[src/rtl/mem_access_pkg.sv]
// Shared types, funct3 encodings and byte-lane helpers for the memory-stage load/store engine.
package mem_access_pkg;

  typedef enum logic [1:0] {
    StIdle,
    StReq,
    StWaitResp,
    StDone
  } state_e;

  localparam logic [2:0] F3_B  = 3'b000;
  localparam logic [2:0] F3_H  = 3'b001;
  localparam logic [2:0] F3_W  = 3'b010;
  localparam logic [2:0] F3_BU = 3'b100;
  localparam logic [2:0] F3_HU = 3'b101;

  function automatic logic load_f3_ok(input logic [2:0] f3);
    return f3 inside {F3_B, F3_H, F3_W, F3_BU, F3_HU};
  endfunction

  function automatic logic store_f3_ok(input logic [2:0] f3);
    return f3 inside {F3_B, F3_H, F3_W};
  endfunction

  // Natural alignment: f3[1:0] encodes the access size for every legal funct3.
  function automatic logic offset_ok(input logic [2:0] f3, input logic [1:0] off);
    logic ok;
    case (f3[1:0])
      2'b00:   ok = 1'b1;
      2'b01:   ok = ~off[0];
      2'b10:   ok = (off == 2'b00);
      default: ok = 1'b0;
    endcase
    return ok;
  endfunction

  function automatic logic [3:0] store_strb(input logic [2:0] f3, input logic [1:0] off);
    logic [3:0] strb;
    case (f3[1:0])
      2'b00:   strb = 4'b0001 << off;
      2'b01:   strb = 4'b0011 << off;
      default: strb = 4'b1111;
    endcase
    return strb;
  endfunction

  function automatic logic [31:0] store_wdata(input logic [2:0] f3, input logic [31:0] data);
    logic [31:0] wdata;
    case (f3[1:0])
      2'b00:   wdata = {4{data[7:0]}};
      2'b01:   wdata = {2{data[15:0]}};
      default: wdata = data;
    endcase
    return wdata;
  endfunction

  function automatic logic [7:0] extract_byte(input logic [31:0] word, input logic [1:0] off);
    logic [31:0] sh;
    sh = word >> {off, 3'b000};
    return sh[7:0];
  endfunction

  function automatic logic [15:0] extract_half(input logic [31:0] word, input logic hi);
    logic [31:0] sh;
    sh = word >> {hi, 4'b0000};
    return sh[15:0];
  endfunction

endpackage

[src/rtl/load_align_ext.sv]
// Combinational load-data lane selection with sign or zero extension by funct3.
module load_align_ext
  import mem_access_pkg::*;
(
  input  logic [31:0] rdata_i,
  input  logic [1:0]  offset_i,
  input  logic [2:0]  funct3_i,
  output logic [31:0] data_o
);

  logic [7:0]  lane_b;
  logic [15:0] lane_h;

  always_comb begin
    lane_b = extract_byte(rdata_i, offset_i);
    lane_h = extract_half(rdata_i, offset_i[1]);
    case (funct3_i)
      F3_B:    data_o = {{24{lane_b[7]}}, lane_b};
      F3_BU:   data_o = {24'h000000, lane_b};
      F3_H:    data_o = {{16{lane_h[15]}}, lane_h};
      F3_HU:   data_o = {16'h0000, lane_h};
      default: data_o = rdata_i;
    endcase
  end

endmodule

[src/rtl/mem_access_unit.sv]
// Memory-stage load/store engine: one valid/ready bus request per access, stalls until done.
// Optional abort of hung accesses when MEM_TIMEOUT_EN is defined.
module mem_access_unit
  import mem_access_pkg::*;
#(
  parameter int unsigned ADDR_W         = 32,
  parameter int unsigned TIMEOUT_CYCLES = 64
) (
  input  logic              clk,
  input  logic              rst_n,
  input  logic              op_valid,
  input  logic              mem_read_in,
  input  logic              mem_write_in,
  input  logic [4:0]        instruction_func_in,
  input  logic [ADDR_W-1:0] addr_in,
  input  logic [31:0]       store_data_in,
  output logic              bus_req_valid,
  input  logic              bus_req_ready,
  output logic              bus_req_we,
  output logic [ADDR_W-1:0] bus_req_addr,
  output logic [31:0]       bus_req_wdata,
  output logic [3:0]        bus_req_wstrb,
  input  logic              bus_rsp_valid,
  input  logic [31:0]       bus_rsp_rdata,
  output logic              stall,
  output logic [31:0]       load_data,
  output logic              load_valid,
  output logic              access_err
);

  state_e            state_q, state_d;
  logic [ADDR_W-1:0] addr_q, addr_d;
  logic [2:0]        f3_q, f3_d;
  logic              we_q, we_d;
  logic [31:0]       wdata_q, wdata_d;
  logic [3:0]        wstrb_q, wstrb_d;
  logic [31:0]       load_data_q, load_data_d;
  logic              err_q, err_d;

  logic [2:0]  f3_in;
  logic        access_req;
  logic        access_legal;
  logic [31:0] ext_data;
  logic        unused_func;

  assign f3_in       = instruction_func_in[2:0];
  assign unused_func = ^instruction_func_in[4:3];
  assign access_req  = op_valid & (mem_read_in | mem_write_in);

  always_comb begin
    access_legal = 1'b0;
    if (!(mem_read_in && mem_write_in)) begin
      access_legal = (mem_read_in ? load_f3_ok(f3_in) : store_f3_ok(f3_in)) &&
                     offset_ok(f3_in, addr_in[1:0]);
    end
  end

`ifdef MEM_TIMEOUT_EN
  localparam int unsigned CntW = $clog2(TIMEOUT_CYCLES + 1);
  localparam logic [CntW-1:0] CntLast = CntW'(TIMEOUT_CYCLES - 1);

  logic [CntW-1:0] cnt_q, cnt_d;
`else
  logic unused_timeout;
  assign unused_timeout = |TIMEOUT_CYCLES;
`endif

  load_align_ext u_load_align_ext (
    .rdata_i  (bus_rsp_rdata),
    .offset_i (addr_q[1:0]),
    .funct3_i (f3_q),
    .data_o   (ext_data)
  );

  always_comb begin
    state_d       = state_q;
    addr_d        = addr_q;
    f3_d          = f3_q;
    we_d          = we_q;
    wdata_d       = wdata_q;
    wstrb_d       = wstrb_q;
    load_data_d   = load_data_q;
    err_d         = 1'b0;
    stall         = 1'b0;
    bus_req_valid = 1'b0;
    load_valid    = 1'b0;
`ifdef MEM_TIMEOUT_EN
    cnt_d         = cnt_q;
`endif

    unique case (state_q)
      StIdle: begin
        if (access_req) begin
          if (access_legal) begin
            addr_d  = addr_in;
            f3_d    = f3_in;
            we_d    = mem_write_in;
            wstrb_d = mem_write_in ? store_strb(f3_in, addr_in[1:0]) : 4'b0000;
            wdata_d = mem_write_in ? store_wdata(f3_in, store_data_in) : 32'h0;
            stall   = 1'b1;
            state_d = StReq;
`ifdef MEM_TIMEOUT_EN
            cnt_d   = '0;
`endif
          end else begin
            err_d = 1'b1;
          end
        end
      end
      StReq: begin
        stall         = 1'b1;
        bus_req_valid = 1'b1;
        if (bus_req_ready) begin
          state_d = StWaitResp;
        end
      end
      StWaitResp: begin
        stall = 1'b1;
        if (bus_rsp_valid) begin
          if (!we_q) begin
            load_data_d = ext_data;
          end
          state_d = StDone;
        end
      end
      StDone: begin
        load_valid = ~we_q;
        state_d    = StIdle;
      end
      default: state_d = StIdle;
    endcase

`ifdef MEM_TIMEOUT_EN
    // A response in the final allowed cycle still completes the access.
    if (state_q == StReq || state_q == StWaitResp) begin
      cnt_d = cnt_q + 1'b1;
      if (cnt_q == CntLast && state_d != StDone) begin
        state_d = StIdle;
        err_d   = 1'b1;
      end
    end
`endif
  end

  // Request fields are only driven while the request is presented.
  always_comb begin
    bus_req_we    = 1'b0;
    bus_req_addr  = '0;
    bus_req_wdata = 32'h0;
    bus_req_wstrb = 4'b0000;
    if (state_q == StReq) begin
      bus_req_we    = we_q;
      bus_req_addr  = {addr_q[ADDR_W-1:2], 2'b00};
      bus_req_wdata = wdata_q;
      bus_req_wstrb = wstrb_q;
    end
  end

  assign load_data  = load_data_q;
  assign access_err = err_q;

  always_ff @(posedge clk or negedge rst_n) begin
    if (!rst_n) begin
      state_q     <= StIdle;
      addr_q      <= '0;
      f3_q        <= 3'b000;
      we_q        <= 1'b0;
      wdata_q     <= 32'h0;
      wstrb_q     <= 4'b0000;
      load_data_q <= 32'h0;
      err_q       <= 1'b0;
`ifdef MEM_TIMEOUT_EN
      cnt_q       <= '0;
`endif
    end else begin
      state_q     <= state_d;
      addr_q      <= addr_d;
      f3_q        <= f3_d;
      we_q        <= we_d;
      wdata_q     <= wdata_d;
      wstrb_q     <= wstrb_d;
      load_data_q <= load_data_d;
      err_q       <= err_d;
`ifdef MEM_TIMEOUT_EN
      cnt_q       <= cnt_d;
`endif
    end
  end

endmodule

[config.mk]
export PLATFORM = sky130hd
export DESIGN_NAME = mem_access_unit
export DESIGN_NICKNAME = d
export VERILOG_FILES = /design/src/rtl/mem_access_pkg.sv /design/src/rtl/load_align_ext.sv /design/src/rtl/mem_access_unit.sv
export SDC_FILE = /design/constraint.sdc
export NUM_CORES = 1
export LEC_CHECK = 0
export CORE_MARGIN = 2
export CORE_UTILIZATION = 39
export CTS_CLUSTER_DIAMETER = 80
export DETAILED_ROUTE_END_ITERATION = 6
export PLACE_DENSITY_LB_ADDON = 0.15
export RECOVER_POWER = 25
export SLEW_MARGIN = 20
export SYNTH_ARGS = -nofsm -noshare
export SYNTH_HDL_FRONTEND = slang
export SYNTH_HIERARCHICAL = 1
export SYNTH_SLANG_ARGS = --single-unit
[constraint.sdc]
create_clock -name clk -period 4.39 [get_ports clk]
set_input_delay 0.878 -clock clk [delete_from_list [all_inputs] [get_ports clk]]
set_output_delay 0.878 -clock clk [all_outputs]
set_load 0.05 [all_outputs]
# --- Word level (Yosys, flattened, before mapping) ---
# Cells that the tools add are included.
word_totals:
  register_bits: 107
  out_inout_bits: 105
classes:
  eq_ne: 16
  shift: 4
  mux: 26
  bitwise: 4
  n_reduce_logical: 13
ops:
  columns: ["op", "n"]
  rows:
  - ["case mux 32 bit (4 select lines)", 1]
  - ["2-to-1 mux 32 bit", 3]
  - ["case mux 32 bit (2 select lines)", 1]
  - [">> shifter 32 x 5 -> 16 bit", 1]
  - [">> shifter 32 x 5 -> 8 bit", 1]
  - ["== test 3 bit, second input constant", 4]
  - ["2-to-1 mux 1 bit", 11]
  - ["2-to-1 mux 2 bit", 4]
  - ["2-to-1 mux 4 bit", 2]
  - ["inequality test 2 bit, second input constant", 4]
  - ["case mux 2 bit (4 select lines)", 1]
  - ["case mux 4 bit (2 select lines)", 1]
  - ["== test 2 bit, second input constant", 3]
  - ["== test 3 x 1 -> 1 bit, second input constant", 2]
  - ["logical NOT 2 bit", 3]
  - ["logical NOT 3 bit", 2]
  - ["AND reduction 3 bit", 2]
  - ["nonzero test 5 bit", 1]
  - ["== test 2 x 1 -> 1 bit, second input constant", 2]
  - ["AND reduction 4 bit", 1]
  - ["left shift 1 x 2 -> 4 bit, first input constant", 1]
  - ["left shift 2 x 2 -> 4 bit, first input constant", 1]
  - ["== test 3 x 2 -> 1 bit, second input constant", 1]
  - ["case mux 1 bit (3 select lines)", 1]
  - ["7 further kinds", 9]

# --- Longest topological paths before layout ---
# Gate-level depths: netlist (run 1).
depth:
  depth_word: 8
  mapped_depth: 8
  ltp_nobuf: 6

# --- Cells and area by module ---
# Netlist (run 1), hierarchy kept.
by_module_without_submodules:
  columns: ["mod", "instances", "cells_per_inst", "area_each_um2", "seq_area_each_um2"]
  rows:
  - ["mem_access_unit", 1, 481, 5288.8, 2677.6]
  - ["load_align_ext", 1, 109, 628.1, 0.0]

# --- Worst setup path before layout (run 1) ---
# OpenSTA, ideal clock, no wires.
synth_path:
  path_kind: "input -> output"
  from: "in instruction_func_in[1]"
  to: "out stall"
  t_arrival_ns: 2.565
  required_time_ns: 3.512
  setup_slack_ns: 0.947
  path_stages: 7
  path_buffers: 2
  cell_sequence: "buf_2 inv_2 a32oi_4 nor3_4 buf_6 nor2_1 nor2_1"
synth_via:
  elab_chain_cells: 8
  elab_cells_between_ends: 18
  classes_between: "6 x eq/ne; 7 x mux; 5 x reduce/logical"
synth_lines:
  columns: ["element", "line", "source"]
  rows:
  - ["start: declaration", "mem_access_unit.sv:14", "input logic [4:0] instruction_func_in,"]
  - ["== test 2 bit, or another cell as far along", "mem_access_pkg.sv:28", "case (f3[1:0])"]
  - ["case mux 1 bit (3 select lines), or another cell as far along", "mem_access_pkg.sv:28", null]
  - ["2-to-1 mux 1 bit, on equally long branches", "mem_access_unit.sv:52, mem_access_unit.sv:53", null]
  - ["logical AND 1 bit (*)", "mem_access_unit.sv:53", "access_legal = (mem_read_in ? load_f3_ok(f3_in) : store_f3_ok(f3_in)) &&"]
  - ["2-to-1 mux 1 bit (*)", "mem_access_unit.sv:52", "if (!(mem_read_in && mem_write_in)) begin"]
  - ["2-to-1 mux 1 bit (*)", "mem_access_unit.sv:94", "if (access_legal) begin"]
  - ["2-to-1 mux 1 bit (*)", "mem_access_unit.sv:93", "if (access_req) begin"]
  - ["case mux 1 bit (2 select lines) (*)", "mem_access_unit.sv:91", "unique case (state_q)"]
  - ["end: declaration", "mem_access_unit.sv:25", "output logic stall,"]
# Every way passes the cells marked *; elsewhere a longest branch is shown, timed or not. The select of a mux whose other input is x is not followed.

# --- Worst setup path after layout (run 1) ---
layout_path:
  from: "reg state_q[1]"
  to: "out bus_req_wdata[31]"
layout_via:
  elab_chain_cells: 2
layout_lines:
  columns: ["element", "line", "source"]
  rows:
  - ["start: declaration", "mem_access_unit.sv:31", "state_e state_q, state_d;"]
  - ["start signal: assignment", "mem_access_unit.sv:164", "state_q <= StIdle;"]
  - ["start signal: assignment", "mem_access_unit.sv:176", "state_q <= state_d;"]
  - ["== test 2 x 1 -> 1 bit", "mem_access_unit.sv:151", "if (state_q == StReq) begin"]
  - ["2-to-1 mux 32 bit", "mem_access_unit.sv:151", null]
  - ["end: declaration", "mem_access_unit.sv:21", "output logic [31:0] bus_req_wdata,"]
# Every way passes these cells.

==> flow_summary.ini, run 1 <==
[placement]
dp_cells = 959
routabilityCongestion = 0.807
io_buffers = 208
place_worst_setup_slack_ns = 0.892
dpl_cell_area_mm2 = 0.00816
place_hpwl_um = 12100

[sta]
worst_pin_slew_ns = 1.95
hold_slack_ns = 0.489
period_minus_slack_ns = 3.56
worst_slack_ns = 0.833
slew_headroom_pct = -29.9
slew_viol_final = 75
fmax_mhz = 281
tns_ns = 0
hold_violations = 0
fin_crit_sh_pct = 81.0
setup_viol = 0
rsz0062_at_grt = no
clock_skew_ns = 0.0104

[yosys]
yosysSeqAreaShare_pct = 45.3
ys_ff_latch = 107
ys_top_cells_by_count = 117 x nand2_1, 107 x dfrtp_1, 73 x mux2_2, 68 x and2_1, 29 x mux2i_1
synth_cell_types = 42
synthCells = 590
synth_area_leaders = dfrtp_1 45%, mux2_2 14%, nand2_1 7.4%, and2_1 7.2%, mux2i_1 4.9%
synth.top_cell.area_share_pct = 45.3
yosys_warnings = 6
async_reset_ff_share_pct = 100
netlist_area_mm2 = 0.00592
syn_avg_cell_area_um2 = 10.0
yosysMostFrequentCell = nand2_1
yosys.area.top_type = dfrtp_1
synth-edff-count = 0
synth-main-ff-cell = dfrtp_1

[worst_setup_path]
cp-end-kind = primary output
rr_startpoint = f3_q[0]
path_cells = inv_1 -> ha_2 -> buf_4 -> and2_1 -> clkdlybuf4s50_1
critPathBufInv = 3
start_kind = register
critPathLaunch = state_q[1]
crit_fanout = 26
crit_family = buffers and inverters
slowest_stage = clkdlybuf4s50_1
required_ns = 3.51
critical_path_class = register to primary output
critical_path_arrival_ns = 2.68
critPathMaxStageDelay_ns = 0.81

[status]
violations = max-capacitance violations, max-slew violations
status = finished with violations

[routing]
vias = 5093
ant_nets = 0
drtIter0Drc = 291
dr.pass1.iters = 5
wl_um = 16900
viasPerCell = 5.22
wl_per_cell_um = 17.3
drc = 0

[finish]
stdcell_area_mm2 = 0.00844
instances_no_fill = 975
multi_input_area_mm2 = 0.00301
regArea_mm2 = 0.00268
area_growth_pct = 42.6
fin_util_pct = 56.1
nNetsFinal = 896
drive_gt1_share_pct = 14.4
diodes = 0
n_fill_cell = 1315

[power_and_ir_drop]
ir_worst_vdd_v = 0.000363
power.leakage_nw = 3.60
powerDensity_mw_per_mm2 = 755
power.total_mw = 6.37

[global_route]
grt_max_degree = 75
grt_pass1_wl_um = 27000
overflow = 0
antenna_found_initial = 0
grt_usage_pct = 21.1
grt_pass1_vias = 5157

[clocking]
cts_root_buf = clkbuf_16
cts_tree = done
cts_buffers = 9
insertion_delay_ns = 0.35
ctsHoldBuffers = 0
clkSinkCount = 107
cts_resized = 0
cts_buffer_depth = 2
path_clk_slew_ns = 0.07
h-tree-depth = 3
postCtsSetupBuffers = 0

[die]
rows = 45
core_mm2 = 0.0150
floorplan.initialDensity_pct = 39.4
ios = 213
die_h_um = 127
dieWidth_um = 127
die_area_mm2 = 0.0162

[flow_run]
cap_viol_max_count = 1

[worst_hold_path]
hp-start = wdata_q[24]
worst_hold_path_type = register to register
==> power by group <==
| part | internal (mW) | switching [mW] | total, mW |
|---|---|---|---|
| Sequential | 1.43 | 0.291 | 1.72 |
| Clock | 0.441 | 0.363 | 0.805 |
| Combinational | 1.48 | 2.37 | 3.84 |
==> layout make-up <==
cell class,instances,share of cell area (%)
Multi-Input combinational cell,436,35.7
Timing Repair Buffer,222,26.1
Sequential cell,107,31.7
Clock buffer,11,2.76
Clock inverter,5,0.638
Tap cell,188,2.79
Inverter,6,0.267
==> worst min-delay path, cell delays in order, from the launching register on <==
cell and delay [ns]:
dfrtp_1 0.34, o31ai_1 0.06, nand2_1 0.06
==> state kept, by name (all words and copies together), names as in the netlist <==
signal	cells
state_q	2
addr_q	32
access_err	1
wdata_q	32
f3_q	3
load_data	32
we_q	1
wstrb_q	4
==> final timing paths <==
kind	end	slack, ns	cells after the start
worst min register to register	wdata_q[24]	0.49	2
worst min-delay path	wdata_q[24]	0.49	2
max in group asynchronous	addr_q[21]	1.67	2
worst max-delay path	bus_req_wdata[31]	0.83	5
min in group asynchronous	load_data[21]	1.06	1
worst max register to register	load_data[5]	2.05	5
==> cell families after synthesis <==
| group | Yosys count | share of synthesized area, % |
|---|---|---|
| fa+ha+maj | 6 | 1.27 |
| mux | 103 | 19.2 |
| flops | 107 | 45.3 |
| compound gates | 82 | 10.2 |
| other cells | 1 | 0.0634 |
| simple gates | 243 | 20.1 |
| buf+inv | 48 | 3.91 |
==> placed cells by master, fill, tap and decap left out, types with 2 or more instances in the layout <==
cell type	instances
nand3_1	10
a21oi_1	8
nand2_2	2
o31ai_1	16
clkinv_2	3
and2_1	68
o211ai_1	11
o21ai_0	18
clkdlybuf4s50_1	206
nor2b_1	8
buf_12	2
mux2_2	73
nand2_1	117
dfrtp_1	107
conb_1	2
buf_4	12
ha_1	5
nor2_1	20
nand3b_1	2
nand2b_1	3
clkbuf_1	3
o311ai_0	12
inv_1	5
mux2i_1	29
clkbuf_16	9
a22oi_1	8
or3_1	8
==> per-layer routing <==
layer	share of wire (%)	track usage, %	up-vias
met3	6.7	5.44	16
met4	1.4	4.91	0
met1	44	27.4	2501
met5	0	0	-
li1	-	-	2406
met2	48	35.5	170
Power figures use the tool's default switching activity.
==> inputs of run 2 (changes only) <==
- clock period: 4.39 -> 3.4 ns (I/O delays scaled with it)
==> flow_summary.ini, run 2 (synthesis gave the netlist of run 1 again) <==
[status]
status = finished with violations
violations = max-capacitance violations, max-slew violations

[sta]
fmax_mhz = 317
tns_ns = 0
slew_viol_final = 62
clock_skew_ns = 0.00579
setup_viol = 0
slew_headroom_pct = -2.94
fin_crit_sh_pct = 92.9
period_minus_slack_ns = 3.16
hold_slack_ns = 0.490
worst_slack_ns = 0.241
rsz0062_at_grt = no
hold_violations = 0
worst_pin_slew_ns = 1.54

[worst_setup_path]
critical_path_arrival_ns = 2.48
critPathBufInv = 3
slowest_stage = clkdlybuf4s50_1
crit_family = buffers and inverters
cp-end-kind = primary output
start_kind = register
crit_fanout = 23
critical_path_class = register to primary output
required_ns = 2.72
path_cells = inv_1 -> ha_4 -> buf_4 -> and2_1 -> clkdlybuf4s50_1
critPathMaxStageDelay_ns = 0.81

[placement]
routabilityCongestion = 0.818
place_worst_setup_slack_ns = 0.379
io_buffers = 208
place_hpwl_um = 12400

[clocking]
cts_buffers = 9
cts_buffer_depth = 2
ctsHoldBuffers = 0
insertion_delay_ns = 0.35
cts_root_buf = clkbuf_16
path_clk_slew_ns = 0.07
postCtsSetupBuffers = 0
clkSinkCount = 107
cts_tree = done
h-tree-depth = 3

[finish]
diodes = 0
n_fill_cell = 1341
area_growth_pct = 42.5
nNetsFinal = 898
final_cell_mix = 189 x clkdlybuf4s50_1, 117 x nand2_1, 107 x dfrtp_1, 73 x mux2_2, 68 x and2_1
drive_gt1_share_pct = 17.1
final_common_cell = clkdlybuf4s50_1
fin_util_pct = 56.1

[power_and_ir_drop]
power.leakage_nw = 3.65
powerDensity_mw_per_mm2 = 983
ir_worst_vdd_v = 0.000564

[routing]
dr.pass1.iters = 5
wl_um = 17000
vias = 5050
viasPerCell = 5.17
ant_nets = 0
wl_per_cell_um = 17.4
drc = 0
drtIter0Drc = 337

[global_route]
met3_usage_pct = 4.19
grt_busiest_layer = met2
gr-usage-met1_pct = 28.0
grt_pass1_vias = 4967
met2_usage_pct = 35.5
grt_usage_pct = 21.1
grt_pass1_wl_um = 26900
grt_max_degree = 62
overflow = 0
antenna_found_initial = 0

[die]
die_h_um = 127
die_area_mm2 = 0.0162
rows = 45
floorplan.initialDensity_pct = 39.4
core_mm2 = 0.0150
ios = 213
dieWidth_um = 127

[flow_run]
cap_viol_max_count = 1

[worst_hold_path]
worst_hold_path_type = register to register
-- run 2: cell types whose count changed in the layout (fill, tap and decap cells not counted), moves of 2 or more --
| cell | previous run | this run |
|---|---|---|
| clkinv_2 | 3 | 0 |
| inv_6 | 0 | 2 |
| buf_4 | 12 | 32 |
| clkbuf_1 | 3 | 0 |
| clkdlybuf4s50_1 | 206 | 189 |
-- run 2: worst paths after layout --
| check | start | depth (start not counted) | end | slack, ns |
|---|---|---|---|---|
| worst max-delay path | state_q[1] | 5 | bus_req_addr[3] | 0.24 |
| worst min-delay path | wdata_q[24] | 2 | wdata_q[24] | 0.49 |
| worst max register to register | addr_q[1] | 5 | load_data[30] | 1.05 |
| worst min register to register | wdata_q[24] | 2 | wdata_q[24] | 0.49 |
| max in group asynchronous | rst_n | 2 | wdata_q[19] | 0.66 |
| min in group asynchronous | rst_n | 1 | load_data[30] | 0.58 |
-- run 2: worst min-delay path, stage by stage (launching register included) --
cell,delay (ns)
dfrtp_1,0.34
o31ai_1,0.06
nand2_1,0.05
-- run 2: through the flow --
step	total power [mW]	instances	cell area, µm²
4_1_cts	8.36	977	8440
3_5_place_dp	7.23	961	8130
3_3_place_gp	7.13	961	8130
2_1_floorplan	5.58	591	5920
5_1_grt	8.76	977	8430
6_report	8.29	977	8430
-- run 2: final cells by class --
cell class                      instances  area (µm²)  share of cell area [%]
Sequential cell                       107        2680                    31.8
Inverter                                6        22.5                   0.267
Clock buffer                           10         239                    2.83
Tap cell                              188         235                    2.79
Clock inverter                          6        72.6                   0.861
Multi-Input combinational cell        436        3020                    35.9
Timing Repair Buffer                  224        2160                    25.6
-- run 2: report_power, final --
| part | internal [mW] | switching [mW] | total [mW] | leakage, nW |
|---|---|---|---|---|
| Sequential | 1.84 | 0.407 | 2.25 | 1.25 |
| Clock | 0.600 | 0.497 | 1.10 | 0.150 |
| Combinational | 1.90 | 3.04 | 4.94 | 2.25 |
-- run 2: layer usage --
layer / part of all wire, % / vias up / routed length (µm)
met1: 43 / 2465 / 7320
li1: - / 2424 / -
met2: 50 / 151 / 8460
met3: 6.3 / 10 / 1070
met4: 1.0 / 0 / 176
met5: 0 / - / 0
-- run 2: repair_timing --
action / 4_1_cts / 5_1_grt
endpoints found under the setup margin: 0 / 24
endpoints found under the hold margin: 0 / 0
gates resized for setup: 0 / 1
==> inputs of run 3 (changes only) <==
- CORE_MARGIN: 2 -> not set
- TNS_END_PERCENT: not set -> 10
==> flow_summary.ini, run 3 (synthesis gave the netlist of run 1 again) <==
[status]
status = finished with violations
violations = design-rule violations

[global_route]
overflow = 0
grt_pass1_wl_um = 27400
grt_max_degree = 56
antenna_found_initial = 0
grt_pass1_vias = 5145
grt_usage_pct = 22.4

[sta]
rsz0062_at_grt = no
fin_crit_sh_pct = 91.0
worst_pin_slew_ns = 1.42
slew_headroom_pct = 5.49
slew_viol_final = 0
setup_viol = 0
period_minus_slack_ns = 3.10
fmax_mhz = 323
tns_ns = 0
hold_violations = 0
clock_skew_ns = 0.00372

[worst_setup_path]
critical_path_arrival_ns = 2.42
start_kind = register
cp-end-kind = primary output
slowest_stage = clkdlybuf4s50_1
crit_fanout = 38
cp.depth = 5
required_ns = 2.72
r2r_cells = 5
crit_family = buffers and inverters
critPathMaxStageDelay_ns = 0.81
critical_path_class = register to primary output
path_cells = inv_1 -> ha_2 -> buf_4 -> and2_1 -> clkdlybuf4s50_1
critPathBufInv = 3

[power_and_ir_drop]
power.total_mw = 8.35
switching_share_pct = 46.9
pwr-share-seq_pct = 26.5
comb_power_share_pct = 59.3
powerDensity_mw_per_mm2 = 989
internal_power_mw = 4.43
clockPowerShare_pct = 14.2
ir_worst_vdd_v = 0.000430
p_switching_mw = 3.91
power.leakage_nw = 3.65

[clocking]
path_clk_slew_ns = 0.07
insertion_delay_ns = 0.35
cts_resized = 0
cts_buffers = 9
ctsHoldBuffers = 0
clkSinkCount = 107
h-tree-depth = 3
cts_tree = done
cts_root_buf = clkbuf_16
postCtsSetupBuffers = 0
cts_buffer_depth = 2

[finish]
instances_no_fill = 972
stdcell_area_mm2 = 0.00844
final_cell_mix = 189 x clkdlybuf4s50_1, 117 x nand2_1, 107 x dfrtp_1, 73 x mux2_2, 68 x and2_1
fin_util_pct = 57.6
n_fill_cell = 1272
final_common_cell = clkdlybuf4s50_1
drive_gt1_share_pct = 16.9
area_growth_pct = 42.6
nNetsFinal = 898
diodes = 0

[routing]
top_layer_used = met4
wl_per_cell_um = 17.5
vias = 5080
dr.pass1.iters = 7
wl_met3_um = 931
ant_nets = 0
drtIter0Drc = 303
viasPerCell = 5.23
met1Wirelength_um = 7520
drc = 26
met2_length_um = 8260
wl_um = 17000

[worst_hold_path]
worst_hold_path_type = register to register
whs_path_depth = 2

[die]
rows = 44
die_area_mm2 = 0.0157
ios = 213
die_h_um = 125
floorplan.initialDensity_pct = 40.4
core_mm2 = 0.0146
dieWidth_um = 125

[flow_run]
cap_viol_max_count = 0

[placement]
dpl_cell_area_mm2 = 0.00812
dp_cells = 957
place_hpwl_um = 12300
io_buffers = 208
routabilityCongestion = 0.843
==> run 3: final timing paths <==
path	slack (ns)	end	from
worst max-delay path	0.30	bus_req_wdata[8]	state_q[1]
worst min register to register	0.49	wdata_q[29]	wdata_q[29]
max in group asynchronous	0.72	state_q[1]	rst_n
worst min-delay path	0.49	wdata_q[29]	wdata_q[29]
worst max register to register	1.06	load_data[29]	addr_q[1]
min in group asynchronous	0.62	load_data[21]	rst_n
==> run 3: per-layer routing <==
metal,global-route usage [%],vias to the layer above
met2,37.2,161
li1,-,2412
met4,8.11,0
met3,3.89,16
met5,0,-
met1,29.4,2491
==> run 3: worst min-delay path, stage by stage (launching register included) <==
cell and delay (ns):
dfrtp_1 0.34, o31ai_1 0.06, o31ai_1 0.06
==> run 3: cell type report <==
cell class | instances | area, µm² | area share [%]
Inverter | 6 | 22.5 | 0.267
Tap cell | 184 | 230 | 2.73
Clock inverter | 5 | 103 | 1.22
Clock buffer | 10 | 229 | 2.71
Multi-Input combinational cell | 436 | 3010 | 35.7
Sequential cell | 107 | 2680 | 31.7
Timing Repair Buffer | 224 | 2160 | 25.6
==> run 3: through the flow <==
step	setup slack (ns)	hold WS, ns
3_5_place_dp	0.482	0.477
3_3_place_gp	0.508	0.476
2_1_floorplan	0.353	0.384
5_1_grt	0.165	0.510
6_report	0.305	0.493
4_1_cts	0.263	0.411
==> run 3: power groups by stage <==
stage / clock network, mW / logic (mW) / registers (mW)
5_1_grt: 1.27 / 5.25 / 2.30
3_3_place_gp: 0 / 4.92 / 2.20
6_report: 1.19 / 4.95 / 2.21
2_1_floorplan: 0 / 2.80 / 2.78
3_5_place_dp: 0 / 4.99 / 2.23
4_1_cts: 1.22 / 5.00 / 2.21
